`src/rtl/cpu_core_mc.sv`:
```
// rtl/cpu_core_mc.sv - multi-cycle FETCH/EXEC/MEM/WB core with register file and data port
// Optional feature: define CPU_CORE_MC_MUL_EN to enable ALU op 8 (MUL).
module cpu_core_mc #(
  parameter int DATA_W  = 16,
  parameter int REG_CNT = 16,
  parameter int PC_W    = 16
) (
  input  logic              clk,
  input  logic              rst,
  output logic              instr_req,
  input  logic              instr_valid,
  input  logic [31:0]       instr,
  output logic [PC_W-1:0]   pc,
  output logic              mem_req,
  output logic              mem_we,
  output logic [DATA_W-1:0] mem_addr,
  output logic [DATA_W-1:0] mem_wdata,
  input  logic [DATA_W-1:0] mem_rdata,
  input  logic              mem_ready,
  output logic              halted
);

  localparam int RI_W = (REG_CNT > 1) ? $clog2(REG_CNT) : 1;
  localparam int SA_W = $clog2(DATA_W);

  typedef enum logic [2:0] {S_FETCH, S_EXEC, S_MEM, S_WB, S_HALT} state_t;

  state_t            state;
  logic [31:0]       ir;
  logic [DATA_W-1:0] regs [REG_CNT];
  logic [DATA_W-1:0] wb_data;
  logic              wb_en;
  logic [RI_W-1:0]   wb_rd;
  logic              br_taken;
  logic [PC_W-1:0]   br_target;

  logic              is_alu;
  logic [4:0]        op;
  logic [2:0]        cls;
  logic [RI_W-1:0]   rd_i, rs1_i, rs2_i;
  logic [DATA_W-1:0] rs1_v, rs2_v, rd_v, imm_d;
  logic [31:0]       imm32;
  logic [PC_W-1:0]   imm_pc;
  logic [DATA_W-1:0] alu_res;
  logic              alu_wr;
  logic              unused_ir;

  assign is_alu = ir[31];
  assign op     = ir[30:26];
  assign cls    = ir[30:28];
  assign rd_i   = ir[21 +: RI_W];
  assign rs1_i  = ir[16 +: RI_W];
  assign rs2_i  = ir[11 +: RI_W];
  // Register 0 is never written, so reading it always yields zero.
  assign rs1_v  = regs[rs1_i];
  assign rs2_v  = regs[rs2_i];
  assign rd_v   = regs[rd_i];
  assign imm32  = {16'h0000, ir[15:0]};
  assign imm_d  = imm32[DATA_W-1:0];
  assign imm_pc = imm32[PC_W-1:0];
  assign unused_ir = ^{ir[25:21], ir[20:16], ir[15:11], imm32};

  always_comb begin
    alu_res = '0;
    alu_wr  = 1'b1;
    case (op)
      5'd0: alu_res = rs1_v + rs2_v;
      5'd1: alu_res = rs1_v - rs2_v;
      5'd2: alu_res = rs1_v & rs2_v;
      5'd3: alu_res = rs1_v | rs2_v;
      5'd4: alu_res = rs1_v ^ rs2_v;
      5'd5: alu_res = rs1_v << rs2_v[SA_W-1:0];
      5'd6: alu_res = rs1_v >> rs2_v[SA_W-1:0];
      5'd7: alu_res = {{(DATA_W-1){1'b0}}, (rs1_v < rs2_v)};
`ifdef CPU_CORE_MC_MUL_EN
      5'd8: alu_res = rs1_v * rs2_v;
`endif
      default: alu_wr = 1'b0;
    endcase
  end

  always_ff @(posedge clk) begin
    if (rst) begin
      state     <= S_FETCH;
      pc        <= '0;
      ir        <= '0;
      instr_req <= 1'b1;
      mem_req   <= 1'b0;
      mem_we    <= 1'b0;
      mem_addr  <= '0;
      mem_wdata <= '0;
      halted    <= 1'b0;
      wb_data   <= '0;
      wb_en     <= 1'b0;
      wb_rd     <= '0;
      br_taken  <= 1'b0;
      br_target <= '0;
      for (int i = 0; i < REG_CNT; i++) regs[i] <= '0;
    end else begin
      case (state)
        S_FETCH: begin
          if (instr_valid) begin
            ir        <= instr;
            instr_req <= 1'b0;
            state     <= S_EXEC;
          end
        end
        S_EXEC: begin
          wb_en     <= 1'b0;
          wb_rd     <= rd_i;
          br_taken  <= 1'b0;
          br_target <= imm_pc;
          state     <= S_WB;
          if (is_alu) begin
            wb_en   <= alu_wr;
            wb_data <= alu_res;
          end else begin
            case (cls)
              3'b000: begin
                wb_en   <= 1'b1;
                wb_data <= imm_d;
              end
              3'b001: begin
                wb_en    <= 1'b1;
                mem_req  <= 1'b1;
                mem_we   <= 1'b0;
                mem_addr <= rs1_v + imm_d;
                state    <= S_MEM;
              end
              3'b010: begin
                mem_req   <= 1'b1;
                mem_we    <= 1'b1;
                mem_addr  <= rs1_v + imm_d;
                mem_wdata <= rd_v;
                state     <= S_MEM;
              end
              3'b011: br_taken <= (rs1_v == '0);
              3'b100: br_taken <= 1'b1;
              3'b111: begin
                halted <= 1'b1;
                state  <= S_HALT;
              end
              default: ;
            endcase
          end
        end
        S_MEM: begin
          // Request and its address/data stay put until the memory acknowledges.
          if (mem_ready) begin
            mem_req <= 1'b0;
            mem_we  <= 1'b0;
            if (!mem_we) wb_data <= mem_rdata;
            state <= S_WB;
          end
        end
        S_WB: begin
          if (wb_en && (wb_rd != '0)) regs[wb_rd] <= wb_data;
          pc        <= br_taken ? br_target : pc + PC_W'(1);
          instr_req <= 1'b1;
          state     <= S_FETCH;
        end
        S_HALT: ;
        default: state <= S_FETCH;
      endcase
    end
  end

endmodule

```
`config.mk`:
```
export PLATFORM = sky130hd
export DESIGN_NAME = cpu_core_mc
export DESIGN_NICKNAME = d
export VERILOG_FILES = /design/src/rtl/cpu_core_mc.sv
export SDC_FILE = /design/constraint.sdc
export NUM_CORES = 1
export LEC_CHECK = 0
export ABC_AREA = 1
export CORE_MARGIN = 2
export CORE_UTILIZATION = 45
export CTS_BUF_LIST = sky130_fd_sc_hd__clkbuf_4 sky130_fd_sc_hd__clkbuf_8
export DETAILED_ROUTE_END_ITERATION = 8
export PLACE_DENSITY_LB_ADDON = 0.25
export SYNTH_ARGS = -nofsm -noshare
export SYNTH_HDL_FRONTEND = slang
export SYNTH_SLANG_ARGS = --single-unit
```
`constraint.sdc`:
```
create_clock -name clk -period 4.5 [get_ports clk]
set_input_delay 1.125 -clock clk [delete_from_list [all_inputs] [get_ports clk]]
set_output_delay 1.125 -clock clk [all_outputs]
set_load 0.02 [all_outputs]
```
==> metrics.txt, run 1 <==
post-layout minimum cycle time=~4.2 ns; Synth async-reset ratio=0%; Yosys cell types=56; cell count after placement=about 4300; PortBufs=roughly 100; die width=~240 um; mapped cell area=between 20000 and 30000 um^2; Leak=around 11 nW; number of buffers created by CTS=between 70 and 80; DR top layer=met4; root buffer cell=clkbuf_8; Synth-to-Final Area Change=13.7%; first-pass GRT wire length=about 140000 um; Post-Route M1 WL=about 39000 um; worst endpoint required time=5.03 ns; Starting Density=a little under half; vias per std cell=around 5.8; CTS H-tree depth=3; Top delay family on crit path=simple AND/OR/NAND/NOR gates; gr usage total=30.1%; DR iter-0 viols=roughly 3300; Seq/Total Area, Yosys=40.2%; critical path fanouts, max=25; die footprint=approximately 60000 um^2; most frequent cells in the layout=nand2_1, nor2_1, o21ai_0; grt total ovfl=0; Post-synth EDFFs=roughly 260; Max Clk Rate=236 MHz; Max-slew headroom=around 20%; r2r worst-path depth=25; CTS tree=built; Syn Inst Count=between 3000 and 4000; Pre-antenna DRT Iters=6; row count=87; Total Wirelength=92200 um; FF+latch count, synth=between 300 and 400; Max Cap Violations=0; critical path endpoint category=flip-flop; Avg Inst Size Synth=between 7 and 8 um^2; post-route setup TNS=0 ns; Slew @ Worst Pin=~1.2 ns; num ports=104; hold path depth=2; final hold vios=0; kind of critical path=flip-flop to flip-flop; # clock sinks=387; die height=roughly 240 um; Power Density=about 460 nW/um^2; Worst path slowest cell=dfxtp_4; WP data arrival=between 4 and 5 ns; ys flop type=edfxtp_1; initial antenna violation count=2; clock skew=around 0.043 ns; drt drc=0; share of cells above drive strength 1=under 10%; Yosys Warn Count=0; CTS Hold Bufs=0; Final nets=about 3700; status=finished clean; Setup Viol. Count Final=0; DP HPWL=a little over 60000 um; Core Region=roughly 56000 um^2; DR WL met3=roughly 8400 um; Pins Over Slew Limit=0; met2 routed wirelength=40700 um; maximum root-to-sink buffer count=3; Peak supply drop=around 230 uV; Worst-path clk slew=0.06 ns; vias in the first global route=23400; worst min-delay path category=flip-flop to flip-flop; drt wl/cell=21.0 um; most used cell, CP=nand2_1; Final Non-Filler Cells=around 4400; WP depth=25; total number of vias=roughly 26000; fin crit share=94.1%; most common cell after layout, fill and taps aside=nand2_1; Crit path largest cell delay=around 0.50 ns; ANT nets after route=0; GPL Wtd Cong=about 0.94; Worst setup SP type=flip-flop; largest net degree at the start of global routing=170; RSZ-0062 raised after global routing=false; Buf/Inv on CP=4; clk_lat worst skew=about 0.7 ns
==> worst paths after layout <==
path                     startpoint  slack (ns)                        to
max                       flip-flop        0.27  wb_data[12]$_SDFFE_PP0P_
min reg2reg  instr_req$_SDFFE_PP1P_        0.46    instr_req$_SDFFE_PP1P_
max reg2reg               flip-flop        0.27  wb_data[12]$_SDFFE_PP0P_
min          instr_req$_SDFFE_PP1P_        0.46    instr_req$_SDFFE_PP1P_
==> tightest hold or removal path, delay by kind of cell (launching register included) <==
kind             cells  cell delay [ns]
and+or+nand+nor      2             0.11
DFF                  1             0.31
==> power by group <==
group | internal [mW] | switching (mW) | leakage [nW]
combinational | 1.77 | 3.67 | 6.94
sequential | 3.99 | 0.243 | 3.71
clock | 2.06 | 1.64 | 0.809
==> flip-flops by register name, summed over array words and instances (netlist names), named ones only <==
register,flops
pc,16
state,3
wb_rd,4
wb_data,16
mem_we,1
wb_en,1
br_taken,1
instr_req,1
ir,30
mem_wdata,16
br_target,16
regs,256
mem_addr,16
halted,1
mem_req,1
==> synthesized netlist by cell type (all sizes together) (4+ instances only) <==
library cell,count,share of area [%]
a21oi,334,6.5
a31oi,6,0.15
buf,109,2.6
clkbuf,148,2.2
clkinv,8,0.12
dfxtp,131,10
edfxtp,256,30
ha,67,3.3
inv,325,4.8
nand2,589,8.8
nand3,321,6.4
nand4,19,0.46
nor2,496,7.3
nor3,23,0.57
nor4,8,0.20
o211ai,157,4.6
o21ai,375,7.3
o221ai,25,0.85
o22ai,25,0.61
or2,41,1.0
xnor2,4,0.14
xor2,28,0.96
==> routing by layer <==
layer,vias up,global-route usage (%)
met4,0,13.0
li1,12100,-
met1,11900,41.3
met2,1328,46.7
met3,245,5.42
met5,-,0
==> cell type report <==
type	count	area (um^2)
antenna	2	5.00
timing repair buffer	233	2180
clock buffer	106	1310
clock inverter	19	230
inverter	333	1250
fill	5612	27200
multi-input combinational	2560	12900
tap	756	946
sequential	387	10300
==> through the flow <==
| stage | util (%) | instance area, um^2 | power (mW) | hold slack, ns | setup WS, ns |
|---|---|---|---|---|---|
| floorplan | - | 25700 | 7.82 | 0.429 | 0.871 |
| global placement | 48.9 | 27600 | 9.51 | 0.445 | 0.351 |
| detailed placement | 48.9 | 27600 | 9.53 | 0.445 | 0.314 |
| CTS | 51.6 | 29100 | 13.2 | 0.463 | 0.263 |
| global route | 51.7 | 29200 | 14.1 | 0.490 | 0.0284 |
| finish | 51.7 | 29200 | 13.4 | 0.462 | 0.266 |
==> cell families after synthesis <==
family / Yosys count / synth area share, %
flops: 387 / 40.2
xor+xnor: 32 / 1.09
compound gates: 939 / 20.6
simple gates: 1503 / 24.9
other cells: 1 / 0.0146
buf+inv: 590 / 9.67
fa+ha+maj: 70 / 3.50
==> timing repair <==
action	in CTS	in global routing
setup endpoints to repair	0	3
buffers inserted	0	4
gates resized for setup	0	2
(Power assumes the default switching activity.)
==> inputs of run 2 (changes only) <==
--- a/config.mk
+++ b/config.mk
@@ -6,8 +6,10 @@
 export NUM_CORES = 1
 export LEC_CHECK = 0
 export ABC_AREA = 1
+export CELL_PAD_IN_SITES_DETAIL_PLACEMENT = 1
+export CELL_PAD_IN_SITES_GLOBAL_PLACEMENT = 2
 export CORE_MARGIN = 2
-export CORE_UTILIZATION = 45
+export CORE_UTILIZATION = 37
 export CTS_BUF_LIST = sky130_fd_sc_hd__clkbuf_4 sky130_fd_sc_hd__clkbuf_8
 export DETAILED_ROUTE_END_ITERATION = 8
 export PLACE_DENSITY_LB_ADDON = 0.25
==> run 2 against run 1 <==
Effect of this change: non-clock buffer count up 61; power up 4.1%; clock power fell by 2%; critical endpoint is now wb_data[15]$_SDFFE_PP0P_; global-route usage rose by 1.4 points; cell count rose by 5.6%; highest routed layer is now met5; clock skew fell by 0.0011 ns; combinational power grew 12%; fmax shrank 0.90%; sequential power hardly changed; worst hold slack improved by 0.0015 ns; via count grew 4.5%.
==> metrics.txt, run 2 (same netlist as run 1, synthesis figures left out) <==
Final Non-Filler Cells=4642 (was 4396); DP Worst Slack=0.155 ns (was 0.314 ns); Fillers=8586 (was 5612); Synth-to-Final Area Change=16.3% (was 13.7%); reg-to-reg endpoint=wb_data[15]$_SDFFE_PP0P_ (was wb_data[12]$_SDFFE_PP0P_); clock skew=0.0415 ns (was 0.0426 ns); Int Pwr=7.95 mW (was 7.82 mW); number of buffers created by CTS=76 (was 71); setup ws final=0.228 ns (was 0.266 ns); multi-input logic area=12900 um^2 (about the same); Leak=11.8 nW (was 11.5 nW); Core Region=68600 um^2 (was 56400 um^2); ANT nets after route=0 (unchanged); Pre-antenna DRT Iters=6 (unchanged); Switching Power=5.98 mW (was 5.55 mW); GPL Wtd Cong=0.926 (was 0.944); CTS tree=built (unchanged); gr usage total=31.5% (was 30.1%); PortBufs=101 (unchanged); initial antenna violation count=2 (unchanged); WP data arrival=4.77 ns (was 4.76 ns); Slew @ Worst Pin=1.18 ns (was 1.20 ns); grt total ovfl=0 (unchanged); vias in the first global route=27100 (was 23400); status=finished clean (unchanged); max reg flops=256 (unchanged); DP HPWL=78600 um (was 62300 um); maximum root-to-sink buffer count=3 (unchanged); clk_lat worst skew=0.70 ns (about the same); Starting Density=37.4% (was 45.5%); hold path startpoint=halted$_SDFFE_PP0P_ (was instr_req$_SDFFE_PP1P_); Max Clk Rate=234 MHz (was 236 MHz); Worst setup SP type=flip-flop (unchanged); switching share of power=42.9% (was 41.5%); post-layout minimum cycle time=4.27 ns (was 4.23 ns); first-pass GRT wire length=169000 um (was 138000 um); die width=267 um (was 243 um); worst endpoint required time=5.00 ns (was 5.03 ns); DR iter-0 viols=2401 (was 3259); combinational power share=43.7% (was 40.7%); Peak supply drop=228 uV (was 231 uV); Power Density=466 nW/um^2 (was 458 nW/um^2); total number of vias=26700 (was 25600); kind of critical path=flip-flop to flip-flop (unchanged); Worst R2R Setup Slack=0.23 ns (was 0.27 ns); Setup Viol. Count Final=0 (unchanged); drt drc=0 (unchanged); Max Cap Violations=0 (unchanged); post-route setup TNS=0 ns (unchanged); Worst Hold End=halted$_SDFFE_PP0P_ (was instr_req$_SDFFE_PP1P_); fin crit share=94.9% (was 94.1%); Worst-path clk slew=0.06 ns (about the same); Pins Over Slew Limit=0 (unchanged); largest reg by FF count=regs (unchanged); CTS H-tree depth=3 (unchanged); hold path depth=2 (unchanged); most frequent cells in the layout=nand2_1, nor2_1, o21ai_0 (unchanged); Regs by FF count=regs x256, ir x30 (unchanged); vias per std cell=5.76 (was 5.82); Power, Total=13.9 mW (was 13.4 mW); die footprint=71500 um^2 (was 58900 um^2); critical path fanouts, max=35 (was 25); Reg power frac=30.3% (was 31.6%); root buffer cell=clkbuf_8 (unchanged); drt wl/cell=24.5 um (was 21.0 um); share of cells above drive strength 1=10.6% (was 8.91%); cell count after placement=4501 (was 4264); r2r worst-path depth=22 (was 25); most common cell after layout, fill and taps aside=nand2_1 (unchanged); RSZ-0062 raised after global routing=true (was false); worst min-delay path category=flip-flop to flip-flop (unchanged); largest net degree at the start of global routing=111 (was 170); die height=267 um (was 243 um); clock share of power=26.0% (was 27.7%); critical path endpoint category=flip-flop (unchanged); register area=10300 um^2 (unchanged); final hold vios=0 (unchanged); Max-slew headroom=21.1% (was 20.1%); num ports=104 (unchanged); row count=96 (was 87); Total Wirelength=114000 um (was 92200 um); final design utilization=43.5% (was 51.7%); Final nets=3774 (was 3708); # clock sinks=387 (unchanged)
-- run 2: cell count changes in the layout (fill, tap and decap cells not counted), moves of 4 or more --
cell,previous run,this run
buf_4,117,175
clkinv_2,3,9
clkinv_1,12,17
buf_12,10,14
-- run 2: area by class of cell --
type                       count  area share, %
sequential                   387           34.6
multi-input combinational   2560           43.3
clock buffer                 108           4.43
tap                          931           3.90
timing repair buffer         294           8.91
antenna                        3         0.0251
inverter                     333           4.20
clock inverter                26          0.587
-- run 2: critical path, stage by stage (launching register included) --
cell,delay (ns)
dfxtp_4,0.50
buf_12,0.25
buf_4,0.25
o21ai_0,0.10
o21ai_0,0.28
o221ai_1,0.17
nand2_1,0.15
inv_1,0.07
ha_1,0.34
buf_4,0.18
nand2_1,0.08
o21ai_0,0.19
nand2_1,0.08
nand3_1,0.19
nand2_1,0.15
o21bai_1,0.25
a21oi_1,0.09
o21ai_0,0.11
nand4_1,0.29
nand2_1,0.15
nand2_1,0.06
nand2_1,0.08
a21oi_1,0.07
-- run 2: per-layer routing --
| metal | global-route usage [%] | share of wire (%) |
|---|---|---|
| met1 | 42.0 | 43 |
| met2 | 51.2 | 46 |
| met3 | 4.26 | 6.4 |
| met4 | 13.6 | 4.3 |
| met5 | 0 | 0.011 |
-- run 2: power by group through the flow --
stage / clock network (mW) / logic, mW / registers, mW
final: 3.61 / 6.09 / 4.22
after floorplan: 0 / 3.66 / 4.16
after detailed placement: 0 / 5.94 / 4.29
after CTS: 3.69 / 5.96 / 4.22
after global routing: 3.84 / 6.67 / 4.24
after global placement: 0 / 5.79 / 4.28
-- run 2: how the worst max path moves through the flow --
stage	start	endpoint	slack, ns	depth (start not counted)
final	flip-flop	wb_data[15]$_SDFFE_PP0P_	0.23	22
after floorplan	flip-flop	wb_data[13]$_SDFFE_PP0P_	0.87	26
after CTS	flip-flop	wb_data[13]$_SDFFE_PP0P_	0.12	21
after global routing	flip-flop	wb_data[15]$_SDFFE_PP0P_	-0.02	22
after global placement	flip-flop	wb_data[13]$_SDFFE_PP0P_	0.22	19
after detailed placement	flip-flop	wb_data[13]$_SDFFE_PP0P_	0.16	21
-- run 2: through the flow --
stage,hold slack (ns),area (um^2)
2_1_floorplan,0.429,25700
3_3_place_gp,0.442,28300
3_5_place_dp,0.458,28300
4_1_cts,0.467,29800
5_1_grt,0.480,29900
6_report,0.463,29900
-- run 2: timing repair --
| action | in CTS | in global routing |
|---|---|---|
| hold buffers | 0 | 0 |
| endpoints found under the setup margin | 0 | 10 |
| endpoints found under the hold margin | 0 | 0 |
| gates resized for setup | 0 | 7 |
| buffers inserted | 0 | 4 |
